--- src/rtl/odometer_bcd_if.sv ---
// Control inputs and distance/display outputs of the BCD odometer.
// The master drives mode/sig/trip_clr/disp_sel and the slave (odometer) drives the rest.
interface odometer_bcd_if #(
  parameter int DIGITS = 4
);
  logic [1:0]          mode;
  logic [7:0]          sig;
  logic                trip_clr;
  logic                disp_sel;
  logic [4*DIGITS-1:0] total_bcd;
  logic [4*DIGITS-1:0] trip_bcd;
  logic                active;
  logic                overflow;
  logic [DIGITS-1:0]   scan_an;
  logic [3:0]          scan_nib;

  modport master (
    output mode, sig, trip_clr, disp_sel,
    input  total_bcd, trip_bcd, active, overflow, scan_an, scan_nib
  );

  modport slave (
    input  mode, sig, trip_clr, disp_sel,
    output total_bcd, trip_bcd, active, overflow, scan_an, scan_nib
  );
endinterface

--- src/rtl/odometer_bcd.sv ---
// Speed-weighted distance meter with BCD total/trip counters and a multiplexed digit scan.
// All outputs registered, 1 clk after the tick edge that causes them; no backpressure.
module odometer_bcd #(
  parameter int CLK_DIV    = 200000,
  parameter int UNIT_STEPS = 500,
  parameter int FAST_STEP  = 2,
  parameter int SLOW_STEP  = 1,
  parameter int DIGITS     = 4
) (
  input  logic          clk,
  input  logic          rst,
  odometer_bcd_if.slave bus
);
  localparam int CW = (CLK_DIV > 1) ? $clog2(CLK_DIV) : 1;
  localparam int AW = $clog2(UNIT_STEPS + FAST_STEP);
  localparam int IW = (DIGITS > 1) ? $clog2(DIGITS) : 1;
  localparam int NW = 4 * DIGITS;
  localparam logic [AW:0] UNIT_W = (AW+1)'(UNIT_STEPS);

  typedef enum logic [1:0] {IDLE = 2'd0, RUN = 2'd1, PAUSE = 2'd2} state_t;

  state_t          state, state_n;
  logic [CW-1:0]   tick_cnt;
  logic            tick;
  logic [AW-1:0]   acc, acc_n;
  logic [AW:0]     add, sum;
  logic            unit;
  logic [NW-1:0]   total, trip, total_n, trip_n, total_inc, trip_inc, sel_n;
  logic            total_wrap, trip_full;
  logic            ovf, ovf_n, active;
  logic [IW-1:0]   idx, idx_n;
  logic [DIGITS-1:0] scan_an;
  logic [3:0]      scan_nib;
  logic            unused_sig;

  assign unused_sig = ^bus.sig[7:2];
  assign tick = (tick_cnt == CW'(CLK_DIV - 1));

  // Native BCD increment; returns {carry_out_of_top_digit, value}.
  function automatic logic [NW:0] bcd_inc(input logic [NW-1:0] v);
    logic [NW-1:0] r;
    logic          c;
    r = v;
    c = 1'b1;
    for (int i = 0; i < DIGITS; i++) begin
      if (c) begin
        if (r[4*i +: 4] == 4'd9) begin
          r[4*i +: 4] = 4'd0;
        end else begin
          r[4*i +: 4] = r[4*i +: 4] + 4'd1;
          c = 1'b0;
        end
      end
    end
    return {c, r};
  endfunction

  assign {total_wrap, total_inc} = bcd_inc(total);
  assign {trip_full,  trip_inc}  = bcd_inc(trip);

  always_comb begin
    state_n = state;
    if (bus.mode == 2'b00) begin
      state_n = IDLE;
    end else begin
      case (state)
        IDLE:    if (bus.mode == 2'b01) state_n = RUN;
        RUN:     if (bus.mode[1])       state_n = PAUSE;
        PAUSE:   if (bus.mode == 2'b01) state_n = RUN;
        default: state_n = IDLE;
      endcase
    end

    add = bus.sig[0] ? (AW+1)'(FAST_STEP) :
          bus.sig[1] ? (AW+1)'(SLOW_STEP) : '0;
    sum  = {1'b0, acc} + add;
    unit = 1'b0;
    acc_n = acc;
    if (state == IDLE) begin
      acc_n = '0;
    end else if (state == RUN && tick) begin
      if (sum >= UNIT_W) begin
        acc_n = AW'(sum - UNIT_W);
        unit  = 1'b1;
      end else begin
        acc_n = sum[AW-1:0];
      end
    end

    total_n = unit ? total_inc : total;
    ovf_n   = ovf | (unit & total_wrap);
    // Trip holds at all-9s; a clear beats a coincident increment.
    if (bus.trip_clr)             trip_n = '0;
    else if (unit && !trip_full)  trip_n = trip_inc;
    else                          trip_n = trip;

    idx_n = idx;
    if (tick) idx_n = (idx == IW'(DIGITS - 1)) ? '0 : idx + IW'(1);
    sel_n = bus.disp_sel ? trip_n : total_n;
  end

  always_ff @(posedge clk) begin
    if (rst) begin
      state    <= IDLE;
      tick_cnt <= '0;
      acc      <= '0;
      total    <= '0;
      trip     <= '0;
      ovf      <= 1'b0;
      active   <= 1'b0;
      idx      <= '0;
      scan_an  <= '1;
      scan_nib <= '0;
    end else begin
      state    <= state_n;
      tick_cnt <= tick ? '0 : tick_cnt + CW'(1);
      acc      <= acc_n;
      total    <= total_n;
      trip     <= trip_n;
      ovf      <= ovf_n;
      active   <= (state_n == RUN);
      idx      <= idx_n;
      scan_an  <= (state_n == IDLE) ? '1 : ~(DIGITS'(1) << idx_n);
      scan_nib <= sel_n[4*idx_n +: 4];
    end
  end

  assign bus.total_bcd = total;
  assign bus.trip_bcd  = trip;
  assign bus.active    = active;
  assign bus.overflow  = ovf;
  assign bus.scan_an   = scan_an;
  assign bus.scan_nib  = scan_nib;
endmodule

--- src/flat_wrapper.sv ---
// flat-port wrapper written by rule: the top's interface ports become plain ports
module odometer_bcd_flat 
#(
  parameter int CLK_DIV    = 200000,
  parameter int UNIT_STEPS = 500,
  parameter int FAST_STEP  = 2,
  parameter int SLOW_STEP  = 1,
  parameter int DIGITS     = 4
)
  (clk, rst, bus_mode, bus_sig, bus_trip_clr, bus_disp_sel, bus_total_bcd, bus_trip_bcd, bus_active, bus_overflow, bus_scan_an, bus_scan_nib);
  odometer_bcd_if #(.DIGITS(DIGITS)) bus_i ();
  input  logic clk;
  input  logic rst;
  input wire logic [$bits(bus_i.mode)-1:0] bus_mode;
  input wire logic [$bits(bus_i.sig)-1:0] bus_sig;
  input wire logic [$bits(bus_i.trip_clr)-1:0] bus_trip_clr;
  input wire logic [$bits(bus_i.disp_sel)-1:0] bus_disp_sel;
  output wire logic [$bits(bus_i.total_bcd)-1:0] bus_total_bcd;
  output wire logic [$bits(bus_i.trip_bcd)-1:0] bus_trip_bcd;
  output wire logic [$bits(bus_i.active)-1:0] bus_active;
  output wire logic [$bits(bus_i.overflow)-1:0] bus_overflow;
  output wire logic [$bits(bus_i.scan_an)-1:0] bus_scan_an;
  output wire logic [$bits(bus_i.scan_nib)-1:0] bus_scan_nib;
  assign bus_i.mode = bus_mode;
  assign bus_i.sig = bus_sig;
  assign bus_i.trip_clr = bus_trip_clr;
  assign bus_i.disp_sel = bus_disp_sel;
  assign bus_total_bcd = bus_i.total_bcd;
  assign bus_trip_bcd = bus_i.trip_bcd;
  assign bus_active = bus_i.active;
  assign bus_overflow = bus_i.overflow;
  assign bus_scan_an = bus_i.scan_an;
  assign bus_scan_nib = bus_i.scan_nib;
  odometer_bcd #(.CLK_DIV(CLK_DIV), .UNIT_STEPS(UNIT_STEPS), .FAST_STEP(FAST_STEP), .SLOW_STEP(SLOW_STEP), .DIGITS(DIGITS)) u_core (.clk(clk), .rst(rst), .bus(bus_i));
endmodule
--- config.mk ---
export PLATFORM = sky130hd
export DESIGN_NAME = odometer_bcd_flat
export DESIGN_NICKNAME = d
export VERILOG_FILES = /design/src/rtl/odometer_bcd_if.sv /design/src/rtl/odometer_bcd.sv /design/src/flat_wrapper.sv
export SDC_FILE = /design/constraint.sdc
export NUM_CORES = 1
export LEC_CHECK = 0
export ABC_AREA = 1
export CORE_MARGIN = 2
export CORE_UTILIZATION = 61
export CTS_CLUSTER_SIZE = 14
export DETAILED_ROUTE_END_ITERATION = 10
export GPL_TIMING_DRIVEN = 0
export PLACE_DENSITY = 0.94
export SETUP_SLACK_MARGIN = 0.02
export SLEW_MARGIN = 20
export SYNTH_ARGS = -nofsm -noshare
export SYNTH_HDL_FRONTEND = slang
export SYNTH_SLANG_ARGS = --single-unit
--- constraint.sdc ---
create_clock -name clk -period 9.6 [get_ports clk]
set_input_delay 2.4 -clock clk [delete_from_list [all_inputs] [get_ports clk]]
set_output_delay 2.4 -clock clk [all_outputs]
set_load 0.01 [all_outputs]
==> tab_implementation.tex, run 1 <==
\begin{tabular}{lr}
\hline
Metric & Value \\
\hline
\multicolumn{2}{l}{\textbf{Run status}} \\
\quad Result of the run & finished, final reports clean \\
\multicolumn{2}{l}{\textbf{GRT}} \\
\quad Overflow left after global routing & 0 \\
\quad Number of antenna violations at the first check in global routing & 0 \\
\quad Number of global-route vias before repair & 4563 \\
\quad Pin count of the biggest net entering global routing & 13 \\
\quad Total Routing Usage GR & between 20\% and 30\% \\
\quad Wire length of the first global-routing pass & 20080 um \\
\multicolumn{2}{l}{\textbf{Synth}} \\
\quad Proportion of synthesized flip-flops having asynchronous set or reset & 0\% \\
\quad Unique cell type count in the Yosys netlist & 44 \\
\quad Yosys top cell by area & dfxtp\_1 \\
\quad Number of flops mapped to enable cells by yosys & 0 \\
\quad Most area-consuming cells after synthesis & dfxtp\_1, nand2\_1, nand3\_1, inv\_1, nor2\_1 \\
\quad Mapped Avg Cell Area & 6.617 sq um \\
\quad Number of synthesis warnings & 0 \\
\quad Share of synthesized area occupied by flip-flops and latches & 32.19\% \\
\quad Number of synthesized register bits & 73 \\
\quad Share of Yosys cell area claimed by the top area cell type & 32.19\% \\
\quad Syn\_nets & 707 \\
\quad Gate count after technology mapping & 686 \\
\quad Primary FF master, synth & dfxtp\_1 \\
\quad Synthesized cell area & 0.004539 sq mm \\
\multicolumn{2}{l}{\textbf{Floorplan}} \\
\quad Area of the die & slightly above 0.008 sq mm \\
\quad Die X-Extent & 90.27 um \\
\quad I/O pin count & 56 \\
\quad Placement row count & 31 \\
\quad Die Ht & approximately 90 um \\
\quad Starting density of the core & about 63\% \\
\quad Core outline area & between 0.007 and 0.008 sq mm \\
\multicolumn{2}{l}{\textbf{Critical path}} \\
\quad Kind of start point of the critical path & input pin \\
\quad Critical path data arrival time & 5.82 ns \\
\quad Stage delay of the slowest cell on the critical path & 0.54 ns \\
\quad Crit path cell chain & clkdlybuf4s50\_1, nor2\_1, ha\_1, fa\_1, nand2\_1, inv\_1, nor2\_1, inv\_1, ha\_1, nand2\_1, nand4\_1, o21bai\_4, buf\_6, buf\_4, nand4\_1, nand3\_1, nand2\_1, nand2\_1, nand3\_1, nor2\_1, nor2\_1 \\
\quad Critical path required time & around 9.8 ns \\
\quad Endpoint kind of the worst setup timing path & register \\
\quad Crit Path Max Fanout & 10 \\
\quad Start-to-end type of the worst setup path & in2reg \\
\quad Master of the slowest instance on the critical path & clkdlybuf4s50\_1 \\
\multicolumn{2}{l}{\textbf{Hold path}} \\
\quad Type of the tightest min-delay check & reg2reg \\
\multicolumn{2}{l}{\textbf{Route}} \\
\quad Post-Route WL & 12000 um \\
\quad \# DRC & 0 \\
\quad Number of nets with antenna violations after detailed routing & 0 \\
\quad Via count & 4859 \\
\quad Number of DRC violations after detailed-routing iteration 0 & 408 \\
\quad Final routed wire length divided by cell count & 14.14 um \\
\quad Total iterations of the first detailed-routing run & 5 \\
\quad Via-to-Cell Ratio & 5.723 \\
\multicolumn{2}{l}{\textbf{CTS}} \\
\quad Number of hold-repair buffers added at the cts stage & 0 \\
\quad Clock Latency Late Sink & approximately 0.36 ns \\
\quad PostCTS Resize Cnt & 0 \\
\quad Clock Tree Root & clkbuf\_8 \\
\quad CTS Buf Count & 9 \\
\quad TritonCTS clock tree & built \\
\quad Clock-pin transition on the worst setup and hold timing paths & 0.08 ns \\
\quad Max H-tree Level & 3 \\
\quad Clk buf depth & 2 \\
\quad Number of buffers added for setup after CTS & 0 \\
\quad TritonCTS sink count & 73 \\
\multicolumn{2}{l}{\textbf{Placed design}} \\
\quad Count of buffers inserted at the top-level ports & 48 \\
\quad Final HPWL DP & 8822 um \\
\quad Gp weighted congestion & about 0.96 \\
\quad Post-place instance area & 0.005144 sq mm \\
\multicolumn{2}{l}{\textbf{Cells and area}} \\
\quad Area of the multi-input gates & 0.002539 sq mm \\
\quad Sequential cell area & 0.001461 sq mm \\
\quad Layout Nets & 766 \\
\quad Ant. Diodes & 0 \\
\quad Layout cell share with drive strength beyond 1 & 9.200\% \\
\quad Number of fill cells & 561 \\
\quad Final Core Density & between 70\% and 80\% \\
\quad Synth-to-Final Area Change & 17.31\% \\
\quad Final Instance Area & around 0.0053 sq mm \\
\multicolumn{2}{l}{\textbf{STA}} \\
\quad Final Slew Violations & 0 \\
\quad Measured slew at the worst slew-check pin & between 0.5 and 0.6 ns \\
\quad Final critical-path required period & 5.594 ns \\
\quad Final setup violating endpoints & 0 \\
\quad Worst-case clock skew & 0.008365 ns \\
\quad Final count of hold timing violations & 0 \\
\quad Final cycle utilization of the critical path & 58.27\% \\
\quad Relative slew slack & 61.04\% \\
\quad RSZ-0062 raised after global routing & no \\
\quad Max Clock Freq & 0.1788 GHz \\
\quad Final total negative setup slack & 0 ns \\
\multicolumn{2}{l}{\textbf{Power}} \\
\quad Static Leakage & between 2 and 2.5 nW \\
\quad PD cells & between 100 and 150 mW/mm\^{}2 \\
\quad IR Drop Worst-Case VDD & $\sim$0.000076 V \\
\quad Overall power after layout & 559.2 uW \\
\multicolumn{2}{l}{\textbf{Run}} \\
\quad MaxCap Viol Count & 0 \\
\hline
\end{tabular}
[metal layers]
layer	vias to the layer above	global-route usage [%]	routed length, um
met3	42	4.674	1011
met4	0	14.87	367
li1	2345	-	-
met1	2218	36.67	4896
met5	-	0	0
met2	254	50.56	5726
[state kept, by name, indices dropped and copies added, names as in the netlist]
name                  cells
u_core.bus.total_bcd     16
u_core.tick_cnt          18
u_core.bus.trip_bcd      16
u_core.bus.overflow       1
u_core.bus.scan_an        4
u_core.state              2
u_core.idx                2
u_core.bus.active         1
u_core.acc                9
u_core.bus.scan_nib       4
[worst paths after layout]
check,from,endpoint,slack (ns),cells after the start
max reg2reg,u_core.acc[0],u_core.bus.scan_nib[1],6.32,19
max,bus_sig[0],u_core.bus.scan_nib[1],4.01,21
min,u_core.tick_cnt[0],u_core.tick_cnt[0],0.45,1
min reg2reg,u_core.tick_cnt[0],u_core.tick_cnt[0],0.45,1
[where the power goes]
group,switching (mW),internal [mW],total [mW],leakage (nW)
Clock,0.120,0.106,0.227,0.0911
Sequential,0.00116,0.305,0.306,0.590
Combinational,0.0164,0.00986,0.0263,1.50
[cells in the mapped netlist, drive strengths merged, types with 2 or more instances]
cell type,n
nand2,157
inv,97
nand3,86
nor2,79
dfxtp,73
o21ai,45
a21oi,33
nand4,27
buf,16
xor2,15
nor3,10
clkbuf,6
ha,6
o211ai,6
nor3b,5
or2,5
nand3b,4
clkinv,3
o21bai,3
a211oi,2
nor4,2
[through the flow]
stage                     worst slack [ns]  hold slack, ns  instances
after floorplan                      4.706          0.4175        686
after detailed placement             3.740          0.4390        833
after global routing                 3.747          0.4892        849
after global placement               3.838          0.4297        833
final                                4.006          0.4506        849
after CTS                            4.068          0.4571        849
[kinds of logic after synthesis]
kind of cell | count (synthesis) | synth area share (%)
XOR/XNOR | 16 | 3.087
flip-flops | 73 | 32.19
buffers and inverters | 122 | 11.88
AND/OR/NAND/NOR | 377 | 39.53
multiplexers | 1 | 0.2205
AO/OA/AOI/OAI | 90 | 11.00
adder cells (fa/ha/maj) | 7 | 2.095
[critical path, delay by kind of cell]
kind / cells / cell delay, ns
compound gates: 1 / 0.20
fa+ha+maj: 3 / 0.88
buf+inv: 5 / 1.05
simple gates: 12 / 1.29
[cell type report]
type                            instances  share of cell area [%]
Buffer                                 22                   3.078
Clock buffer                           11                   2.843
Clock inverter                          5                  0.5639
Inverter                              100                   7.049
Multi-Input combinational cell        491                   47.67
Sequential cell                        73                   27.44
Tap cell                               99                   2.326
Timing Repair Buffer                   48                   9.023
[placed cells by master, fill, tap and decap left out, drive strengths merged, types with 2 or more instances in the layout]
cell type        n
buf             16
a211oi           2
nor3b            5
dfxtp           73
clkinv           6
o211ai           6
nand3b           4
nand4           27
clkinvlp         2
or2              5
o21ai           45
nand2          157
ha               6
nor3            10
o21bai           3
clkdlybuf4s50   48
nor2            79
nor4             2
inv             97
a21oi           33
xor2            15
nand3           86
clkbuf          17
No activity file was read; power rests on OpenSTA's default activity.
==> run 2: changes to the inputs <==
--- a/config.mk
+++ b/config.mk
@@ -7,11 +7,11 @@
 export LEC_CHECK = 0
 export ABC_AREA = 1
 export CORE_MARGIN = 2
-export CORE_UTILIZATION = 61
+export CORE_UTILIZATION = 56
 export CTS_CLUSTER_SIZE = 14
 export DETAILED_ROUTE_END_ITERATION = 10
 export GPL_TIMING_DRIVEN = 0
-export PLACE_DENSITY = 0.94
+export PLACE_DENSITY = 0.88
 export SETUP_SLACK_MARGIN = 0.02
 export SLEW_MARGIN = 20
 export SYNTH_ARGS = -nofsm -noshare
==> constraint.sdc (replaced) <==
create_clock -name clk -period 5.2 [get_ports clk]
set_input_delay 1.3 -clock clk [delete_from_list [all_inputs] [get_ports clk]]
set_output_delay 1.3 -clock clk [all_outputs]
set_load 0.01 [all_outputs]
==> run 2 against run 1 <==
Power is 93% higher; register-to-register slack lost 4.4 ns; largest cell class unchanged; critical endpoint is now u_core.bus.scan_nib[3]; first-iteration DRC count fell by 23%; sequential cell count is the same; highest routed layer unchanged; clock power up 100%; global-route usage decreased by 2.4 points; routed wire length fell by 2.0%.
==> tab_implementation.tex, run 2 (synthesized netlist as in run 1, its figures left out) <==
\begin{tabular}{lr}
\hline
Metric & Value \\
\hline
\multicolumn{2}{l}{\textbf{Run status}} \\
\quad Result of the run & finished, final reports clean (unchanged) \\
\multicolumn{2}{l}{\textbf{Route}} \\
\quad \# DRC & 0 (unchanged) \\
\quad Number of DRC violations after detailed-routing iteration 0 & 316 (was 408) \\
\quad Via-to-Cell Ratio & 5.570 (was 5.723) \\
\quad Total iterations of the first detailed-routing run & 5 (unchanged) \\
\quad Via count & 4746 (was 4859) \\
\quad Number of nets with antenna violations after detailed routing & 0 (unchanged) \\
\quad Post-Route WL & 11760 um (was 12000 um) \\
\quad Final routed wire length divided by cell count & 13.80 um (was 14.14 um) \\
\multicolumn{2}{l}{\textbf{CTS}} \\
\quad Max H-tree Level & 3 (unchanged) \\
\quad PostCTS Resize Cnt & 0 (unchanged) \\
\quad Clock Tree Root & clkbuf\_8 (unchanged) \\
\quad CTS Buf Count & 9 (unchanged) \\
\quad Number of buffers added for setup after CTS & 0 (unchanged) \\
\quad TritonCTS clock tree & built (unchanged) \\
\quad Clock Latency Late Sink & 0.35 ns (was 0.36 ns) \\
\quad Clk buf depth & 2 (unchanged) \\
\quad Number of hold-repair buffers added at the cts stage & 0 (unchanged) \\
\quad Clock-pin transition on the worst setup and hold timing paths & 0.08 ns (about the same) \\
\quad TritonCTS sink count & 73 (unchanged) \\
\multicolumn{2}{l}{\textbf{Floorplan}} \\
\quad Core outline area & 0.007807 sq mm (was 0.007214 sq mm) \\
\quad I/O pin count & 56 (unchanged) \\
\quad Die X-Extent & 94.04 um (was 90.27 um) \\
\quad Starting density of the core & 58.14\% (was 62.92\%) \\
\quad Placement row count & 32 (was 31) \\
\quad Area of the die & 0.008843 sq mm (was 0.008148 sq mm) \\
\quad Die Ht & 94.04 um (was 90.27 um) \\
\multicolumn{2}{l}{\textbf{Cells and area}} \\
\quad Top library cells by usage in the layout, fill and taps aside & nand2\_1, inv\_1, nand3\_1 (unchanged) \\
\quad Layout cell share with drive strength beyond 1 & 9.200\% (unchanged) \\
\quad Ant. Diodes & 0 (unchanged) \\
\quad Final Core Density & 68.54\% (was 73.81\%) \\
\quad Most frequent standard cell in the layout excluding fill and tap cells & nand2\_1 (unchanged) \\
\quad Largest register by flop count & u\_core.tick\_cnt (unchanged) \\
\quad Number of fill cells & 681 (was 561) \\
\quad Number of flip-flops under the largest register name & 18 (unchanged) \\
\quad Final Instance Area & 0.005351 sq mm (was 0.005325 sq mm) \\
\quad Synth-to-Final Area Change & 17.89\% (was 17.31\%) \\
\quad Layout Nets & 766 (unchanged) \\
\multicolumn{2}{l}{\textbf{Placed design}} \\
\quad Gp weighted congestion & 0.9579 (was 0.9633) \\
\quad Post-place instance area & 0.005147 sq mm (was 0.005144 sq mm) \\
\quad Final HPWL DP & 8746 um (was 8822 um) \\
\quad Count of buffers inserted at the top-level ports & 48 (unchanged) \\
\multicolumn{2}{l}{\textbf{GRT}} \\
\quad Pin count of the biggest net entering global routing & 14 (was 13) \\
\quad Overflow left after global routing & 0 (unchanged) \\
\quad Number of antenna violations at the first check in global routing & 0 (unchanged) \\
\quad Number of global-route vias before repair & 4403 (was 4563) \\
\quad Wire length of the first global-routing pass & 19470 um (was 20080 um) \\
\quad Total Routing Usage GR & 27.39\% (was 29.76\%) \\
\multicolumn{2}{l}{\textbf{STA}} \\
\quad Worst-case clock skew & 0.008440 ns (was 0.008365 ns) \\
\quad Final cycle utilization of the critical path & 85.91\% \\
\quad Relative slew slack & 61.34\% (was 61.04\%) \\
\quad RSZ-0062 raised after global routing & no (unchanged) \\
\quad Final total negative setup slack & 0 ns (unchanged) \\
\quad Final setup violating endpoints & 0 (unchanged) \\
\quad Final count of hold timing violations & 0 (unchanged) \\
\quad Measured slew at the worst slew-check pin & 0.5799 ns (was 0.5844 ns) \\
\quad Final Slew Violations & 0 (unchanged) \\
\quad Max Clock Freq & 0.2238 GHz \\
\quad Final critical-path required period & between 4 and 5 ns \\
\multicolumn{2}{l}{\textbf{Hold path}} \\
\quad Type of the tightest min-delay check & reg2reg (unchanged) \\
\quad Hold path depth & 1 (unchanged) \\
\multicolumn{2}{l}{\textbf{Critical path}} \\
\quad Depth of the most critical reg-to-reg path & 19 (unchanged) \\
\quad Start-to-end type of the worst setup path & in2reg (unchanged) \\
\quad Kind of start point of the critical path & input pin (unchanged) \\
\quad Master of the slowest instance on the critical path & clkdlybuf4s50\_1 (unchanged) \\
\quad WP buf/inv & 5 (unchanged) \\
\quad Critical path data arrival time & 4.68 ns (was 5.82 ns) \\
\quad Crit path cell chain & clkdlybuf4s50\_1, nor2\_1, ha\_1, fa\_1, nand2\_1, inv\_1, nor2\_1, inv\_1, ha\_1, nand2\_1, nand4\_1, o21bai\_4, buf\_6, buf\_4, nand4\_1, nand3\_1, nand2\_1, nand3\_1, nand2\_1, nor2\_1, nor2\_1 (was clkdlybuf4s50\_1, nor2\_1, ha\_1, fa\_1, nand2\_1, inv\_1, nor2\_1, inv\_1, ha\_1, nand2\_1, nand4\_1, o21bai\_4, buf\_6, buf\_4, nand4\_1, nand3\_1, nand2\_1, nand2\_1, nand3\_1, nor2\_1, nor2\_1) \\
\quad Crit Path Max Fanout & 10 (unchanged) \\
\quad Family with the most delay on the worst path & simple AND/OR/NAND/NOR gates (unchanged) \\
\quad Endpoint kind of the worst setup timing path & register (unchanged) \\
\quad Number of logic stages on the critical path including buffering & 21 (unchanged) \\
\quad Critical path required time & 5.41 ns (was 9.83 ns) \\
\quad Stage delay of the slowest cell on the critical path & 0.54 ns (about the same) \\
\multicolumn{2}{l}{\textbf{Power}} \\
\quad PD cells & 201.3 mW/mm\^{}2 (was 105.0 mW/mm\^{}2) \\
\quad IR Drop Worst-Case VDD & 0.0001440 V (was 0.00007644 V) \\
\quad Overall power after layout & 1.077 mW (was 559.2 uW) \\
\quad Static Leakage & 2.198 nW (was 2.183 nW) \\
\multicolumn{2}{l}{\textbf{Run}} \\
\quad MaxCap Viol Count & 0 (unchanged) \\
\hline
\end{tabular}
==> run 2: final cells by class <==
cell class                 count  area [sq um]  area share (%)
buffer                        22         163.9           3.063
clock buffer                  10         137.6           2.572
clock inverter                 6         66.31           1.239
inverter                     100         375.4           7.014
multi-input combinational    491          2539           47.44
sequential                    73          1461           27.31
tap                          102         127.6           2.385
timing repair buffer          48         480.5           8.978
==> run 2: layer usage <==
layer	vias up	part of all wire, %	global-route usage [%]
met2	189	48	45.71
li1	2344	-	-
met1	2197	43	35.73
met3	16	7.1	4.254
met5	-	0	0
met4	0	1.7	10.02
==> run 2: worst paths after layout <==
kind | startpoint | endpoint | slack, ns
max reg2reg | u_core.acc[0] | u_core.bus.scan_nib[3] | 1.95
min reg2reg | u_core.tick_cnt[0] | u_core.tick_cnt[0] | 0.45
min | u_core.tick_cnt[0] | u_core.tick_cnt[0] | 0.45
max | bus_sig[0] | u_core.bus.scan_nib[3] | 0.73
==> run 2: power breakdown <==
group | leakage, nW | total, mW | internal (mW) | switching [mW]
sequential | 0.590 | 0.565 | 0.563 | 0.00236
combinational | 1.50 | 0.0480 | 0.0182 | 0.0298
clock | 0.107 | 0.464 | 0.236 | 0.227
total | 2.20 | 1.08 | 0.818 | 0.259
==> run 2: per-stage QoR <==
step	setup slack (ns)	std cells	hold WS, ns
final	0.7327	852	0.4497
after global routing	0.5053	852	0.4728
after CTS	0.7655	852	0.4518
after detailed placement	0.4252	836	0.4411
after global placement	0.5318	836	0.4286
after floorplan	1.406	686	0.4175
